<file path="config.mk">
export PLATFORM = sky130hd
export DESIGN_NAME = crc16_frame_gen_flat
export DESIGN_NICKNAME = d
export VERILOG_FILES = /design/src/rtl/crc16_frame_gen_if.sv /design/src/rtl/crc16_frame_gen.sv /design/src/flat_wrapper.sv
export SDC_FILE = /design/constraint.sdc
export NUM_CORES = 1
export LEC_CHECK = 0
export CAP_MARGIN = 20
export CORE_MARGIN = 2
export CORE_UTILIZATION = 32
export CTS_CLUSTER_SIZE = 12
export DETAILED_ROUTE_END_ITERATION = 7
export SYNTH_ARGS = -nofsm -noshare
export SYNTH_HDL_FRONTEND = slang
export SYNTH_SLANG_ARGS = --single-unit
</file>
<file path="constraint.sdc">
create_clock -name clk -period 12.9 [get_ports clk]
set_clock_uncertainty 0.2 [all_clocks]
set_input_delay 2.58 -clock clk [delete_from_list [all_inputs] [get_ports clk]]
set_output_delay 2.58 -clock clk [all_outputs]
set_load 0.01 [all_outputs]
</file>
<file path="src/rtl/crc16_frame_gen_if.sv">
// Payload-in / frame-out handshake bundle for crc16_frame_gen.
// The slave modport is the generator's view; the master modport is the source/sink view.
interface crc16_frame_gen_if #(
  parameter int unsigned PAYLOAD_BYTES = 6
);
  logic [8*PAYLOAD_BYTES-1:0]  dataIn;
  logic                        inValid;
  logic                        inReady;
  logic [8*PAYLOAD_BYTES+15:0] frameOut;
  logic                        outValid;
  logic                        outReady;

  modport master (
    output dataIn, inValid, outReady,
    input  inReady, frameOut, outValid
  );

  modport slave (
    input  dataIn, inValid, outReady,
    output inReady, frameOut, outValid
  );
endinterface

</file>
<file path="src/rtl/crc16_frame_gen.sv">
// Byte-serial CRC16 frame generator: latches a payload, folds one byte per falling
// clock edge (MSB byte first), then presents {payload, crc16} until taken downstream.
module crc16_frame_gen #(
  parameter int unsigned PAYLOAD_BYTES = 6,
  parameter logic [15:0] POLY          = 16'h1021,
  parameter logic [15:0] INIT          = 16'hFFFF
) (
  input  logic             clk,
  input  logic             rst,
  input  logic             clr,
  output logic             crcBusy,
  output logic [3:0]       byteCnt,
  crc16_frame_gen_if.slave bus
);
  localparam int unsigned PW = 8 * PAYLOAD_BYTES;

  typedef enum logic [1:0] {
    IDLE = 2'd0,
    CALC = 2'd1,
    DONE = 2'd2
  } state_t;

  state_t         state_q;
  logic [PW-1:0]  payload_q;
  logic [PW-1:0]  payload_rot;
  logic [15:0]    crc_q;
  logic [15:0]    crc_d;
  logic [3:0]     byteCnt_q;
  logic [PW+15:0] frame_q;
  logic           inReady_q;
  logic           outValid_q;
  logic           crcBusy_q;
  logic           last_byte;

  // The payload register rotates left one byte per fold so the byte being folded is
  // always at the top; after PAYLOAD_BYTES rotations it is back in original order.
  always_comb begin
    payload_rot = (payload_q << 8) | (payload_q >> (PW - 8));
    last_byte   = (byteCnt_q == 4'(PAYLOAD_BYTES - 1));
    crc_d       = crc_q ^ {payload_q[PW-1 -: 8], 8'h00};
    for (int unsigned i = 0; i < 8; i++) begin
      crc_d = crc_d[15] ? ({crc_d[14:0], 1'b0} ^ POLY) : {crc_d[14:0], 1'b0};
    end
  end

  always_ff @(negedge clk or posedge rst) begin
    if (rst) begin
      state_q    <= IDLE;
      payload_q  <= '0;
      crc_q      <= INIT;
      byteCnt_q  <= '0;
      frame_q    <= '0;
      inReady_q  <= 1'b1;
      outValid_q <= 1'b0;
      crcBusy_q  <= 1'b0;
    end else if (clr) begin
      state_q    <= IDLE;
      byteCnt_q  <= '0;
      inReady_q  <= 1'b1;
      outValid_q <= 1'b0;
      crcBusy_q  <= 1'b0;
    end else begin
      case (state_q)
        IDLE: begin
          if (bus.inValid && inReady_q) begin
            payload_q <= bus.dataIn;
            crc_q     <= INIT;
            byteCnt_q <= '0;
            inReady_q <= 1'b0;
            crcBusy_q <= 1'b1;
            state_q   <= CALC;
          end
        end
        CALC: begin
          crc_q     <= crc_d;
          payload_q <= payload_rot;
          if (last_byte) begin
            frame_q    <= {payload_rot, crc_d};
            outValid_q <= 1'b1;
            crcBusy_q  <= 1'b0;
            byteCnt_q  <= '0;
            state_q    <= DONE;
          end else begin
            byteCnt_q <= byteCnt_q + 4'd1;
          end
        end
        DONE: begin
          if (outValid_q && bus.outReady) begin
            outValid_q <= 1'b0;
            inReady_q  <= 1'b1;
            state_q    <= IDLE;
          end
        end
        default: begin
          state_q    <= IDLE;
          byteCnt_q  <= '0;
          inReady_q  <= 1'b1;
          outValid_q <= 1'b0;
          crcBusy_q  <= 1'b0;
        end
      endcase
    end
  end

  assign bus.inReady  = inReady_q;
  assign bus.outValid = outValid_q;
  assign bus.frameOut = frame_q;
  assign crcBusy      = crcBusy_q;
  assign byteCnt      = byteCnt_q;
endmodule

</file>
<file path="src/flat_wrapper.sv">
// flat-port wrapper written by rule: the top's interface ports become plain ports
module crc16_frame_gen_flat 
#(
  parameter int unsigned PAYLOAD_BYTES = 6,
  parameter logic [15:0] POLY          = 16'h1021,
  parameter logic [15:0] INIT          = 16'hFFFF
)
  (clk, rst, clr, crcBusy, byteCnt, bus_dataIn, bus_inValid, bus_outReady, bus_inReady, bus_frameOut, bus_outValid);
  crc16_frame_gen_if #(.PAYLOAD_BYTES(PAYLOAD_BYTES)) bus_i ();
  input  logic clk;
  input  logic rst;
  input  logic clr;
  output logic crcBusy;
  output logic [3:0] byteCnt;
  input wire logic [$bits(bus_i.dataIn)-1:0] bus_dataIn;
  input wire logic [$bits(bus_i.inValid)-1:0] bus_inValid;
  input wire logic [$bits(bus_i.outReady)-1:0] bus_outReady;
  output wire logic [$bits(bus_i.inReady)-1:0] bus_inReady;
  output wire logic [$bits(bus_i.frameOut)-1:0] bus_frameOut;
  output wire logic [$bits(bus_i.outValid)-1:0] bus_outValid;
  assign bus_i.dataIn = bus_dataIn;
  assign bus_i.inValid = bus_inValid;
  assign bus_i.outReady = bus_outReady;
  assign bus_inReady = bus_i.inReady;
  assign bus_frameOut = bus_i.frameOut;
  assign bus_outValid = bus_i.outValid;
  crc16_frame_gen #(.PAYLOAD_BYTES(PAYLOAD_BYTES), .POLY(POLY), .INIT(INIT)) u_core (.clk(clk), .rst(rst), .clr(clr), .crcBusy(crcBusy), .byteCnt(byteCnt), .bus(bus_i));
endmodule
</file>
==> impl_metrics.ini <==
[global_routing]
grt_use_total_pct = 15.2
antenna_found_initial = 0
grt_max_degree = 106
grt_overflow_total = 0
first_global_vias = 4120
grt_first_pass_wirelength_um = 23500

[placed_design]
routabilityCongestion = 0.725
place_area_um2 = 7590
io_buffers = 123
dp_hpwl_um = 10100
post-place-ws_ps = 1020

[layout]
multi_input_area_um2 = 2550
nets = 615
fin_area_um2 = 8230
diodes = 0
num-fill-cells = 1706
synthToLayoutAreaGrowth_pct = 33.9
register_area_um2 = 3450
drive_gt1_share_pct = 35.8
post-route-util_pct = 43.8

[synthesis]
synth_warnings = 0
synth_ff_type = dfrtn_1
ys_types = 36
synth_seq_cells = 137
ys_seq_area_share_pct = 56.1
synthCells = 419
synthXorXnorAreaFrac_pct = 5.72
synth_mux_area_share_pct = 27.0
synth-simple-area-share_pct = 2.30
synthArstFlopShare_pct = 100
syn_avg_cell_area_um2 = 14.7
synth_top_family_by_area = multiplexers
synth-edff-count = 0
synth_nets = 474
synth_compound_area_share_pct = 5.84
synthAdderAreaFrac_pct = 0.407
synth_area_um2 = 6150

[detailed_routing]
routed.top_layer = met4
viasPerCell = 4.83
wirelength_um = 14700
met3WireLength_um = 1120
ant_nets = 0
wl_per_cell_um = 18.2
dr.pass1.iters = 5
drt-initial-drc-count = 146
route.detailed.drc = 0
met2_length_um = 6780
wl_met1_um = 6690
vias = 3897

[timing]
setup_tns_ps = 0
tightest_slew_ps = 1040
fin_ws_ps = 1420
hold_viol_final = 0
rsz0062_at_grt = false
maxSlewViolCount = 0
setup_viol = 0
max_slew_margin_pct = 30.5

[worst_setup_path]
crit_chain = clkdlybuf4s50_1, or3b_1, or2_1, mux2_2
crit_path_max_incr_delay_ps = 890
slowest_stage = or2_1
arrival_ps = 5060
startpoint_type = input port
worstSetupPathType = input port to register
cp-end-kind = register
path_max_fanout = 28
required_ps = 6480

[cts]
cts.clk_slew.worst_paths_ps = 40
cts_root_buffer = clkbuf_16
ctsResizeCount = 0
cts_buffer_depth = 2
cts.sinks = 137
cts_setup_buffers = 0
cts_tree = yes
clock_latency_ps = 450
hold_buffers = 0
cts_buffers = 17
htreeDepth = 4

[die]
boundaryPins = 124
core_um2 = 18800
die_y_um = 143
rows = 50
die_x_um = 143
die_area_um2 = 20300
initial_core_util_pct = 32.7

[pwr]
ir_drop_v = 0.0000958
power_leakage_uw = 0.00362
power.total_uw = 1450
powerDensity_nw_per_um2 = 177

[min_path]
worstHoldPathType = register to register

[outcome]
status = completed

[run]
cap_violations = 0
flip-flops by register name (all words and copies together) (netlist names):
register and count:
u_core.state_q 2, u_core.crcBusy 1, u_core.bus.inReady 1, u_core.bus.outValid 1, u_core.bus.frameOut 64, u_core.crc_q 16
u_core.payload_q 48, u_core.byteCnt 4
cells by family after synthesis:
family,count (synthesis)
mux,146
flops,137
compound gates,56
buf+inv,29
xor+xnor,26
simple gates,23
fa+ha+maj,2
report_power, final:
part           total [uW]  internal (uW)  switching (uW)
Clock                 485            283             202
Sequential            600            528            71.6
Combinational         370            217             153
Total                1450           1030             427
critical path: cells and delay by family:
kind          cells  cell delay, ps
simple gates      2            1440
buf+inv           1             620
mux               1             420
final timing paths:
kind	startpoint	endpoint	slack, ps	cells past startpoint
max reg2reg	u_core.byteCnt[1]$_DFFE_NP0P_	u_core.bus.frameOut[21]$_DFFE_NP0P_	9970	5
min reg2reg	u_core.bus.frameOut[10]$_DFFE_NP0P_	u_core.bus.frameOut[10]$_DFFE_NP0P_	250	2
max	clr	u_core.bus.frameOut[21]$_DFFE_NP0P_	1420	4
min in group asynchronous	rst	u_core.bus.frameOut[56]$_DFFE_NP0P_	8930	2
max in group asynchronous	rst	u_core.crc_q[0]$_DFFE_NP1P_	2630	3
min	u_core.bus.frameOut[10]$_DFFE_NP0P_	u_core.bus.frameOut[10]$_DFFE_NP0P_	250	2
layout by cell type (no fill, tap or decap), drive strengths merged, types with 7 or more instances in the layout:
cell type | netlist | layout
mux2 | 146 | 146
clkdlybuf4s50 | 0 | 123
dfrtn | 120 | 120
o21ai | 31 | 31
inv | 5 | 24
clkbuf | 9 | 19
dfstp | 17 | 17
a2bb2oi | 14 | 14
xnor2 | 13 | 13
xnor3 | 9 | 9
buf | 15 | 7
clkinvlp | 0 | 7
Yosys cell counts (2+ instances only):
| library cell | n | area (um^2) |
|---|---|---|
| xnor3_1 | 9 | 203 |
| mux2_4 | 4 | 60.1 |
| nand3b_1 | 2 | 15.0 |
| buf_4 | 3 | 22.5 |
| nand3_1 | 2 | 10.0 |
| ha_1 | 2 | 25.0 |
| a2bb2oi_1 | 14 | 123 |
| nand2_1 | 6 | 22.5 |
| o21ai_0 | 31 | 155 |
| dfstp_2 | 17 | 447 |
| a21oi_1 | 3 | 15.0 |
| xor2_1 | 4 | 35.0 |
| buf_6 | 4 | 45.0 |
| buf_2 | 8 | 40.0 |
| nor2_1 | 3 | 11.3 |
| o2bb2ai_1 | 2 | 17.5 |
| inv_1 | 5 | 18.8 |
| clkbuf_1 | 9 | 33.8 |
| dfrtn_1 | 120 | 3000 |
| mux2_2 | 142 | 1600 |
| xnor2_1 | 13 | 114 |
| o22a_1 | 2 | 17.5 |
stage by stage:
step / instances / hold WS [ps]
floorplan: 419 / 254
global placement: 758 / 252
detailed placement: 758 / 256
CTS: 806 / 259
global route: 807 / 276
finish: 807 / 254
layout make-up:
type | instances | area share (%)
Clock inverter | 30 | 2.11
Inverter | 4 | 0.243
Clock buffer | 19 | 5.52
Timing Repair Buffer | 130 | 15.6
Sequential cell | 137 | 41.9
Multi-Input combinational cell | 253 | 31.0
Tap cell | 234 | 3.56
metal layers:
| layer | GRT usage [%] | up-vias |
|---|---|---|
| met4 | 3.75 | 0 |
| met5 | 0 | - |
| met1 | 20.1 | 1973 |
| li1 | - | 1802 |
| met3 | 6.59 | 9 |
| met2 | 23.0 | 113 |
(Power assumes the default switching activity.)
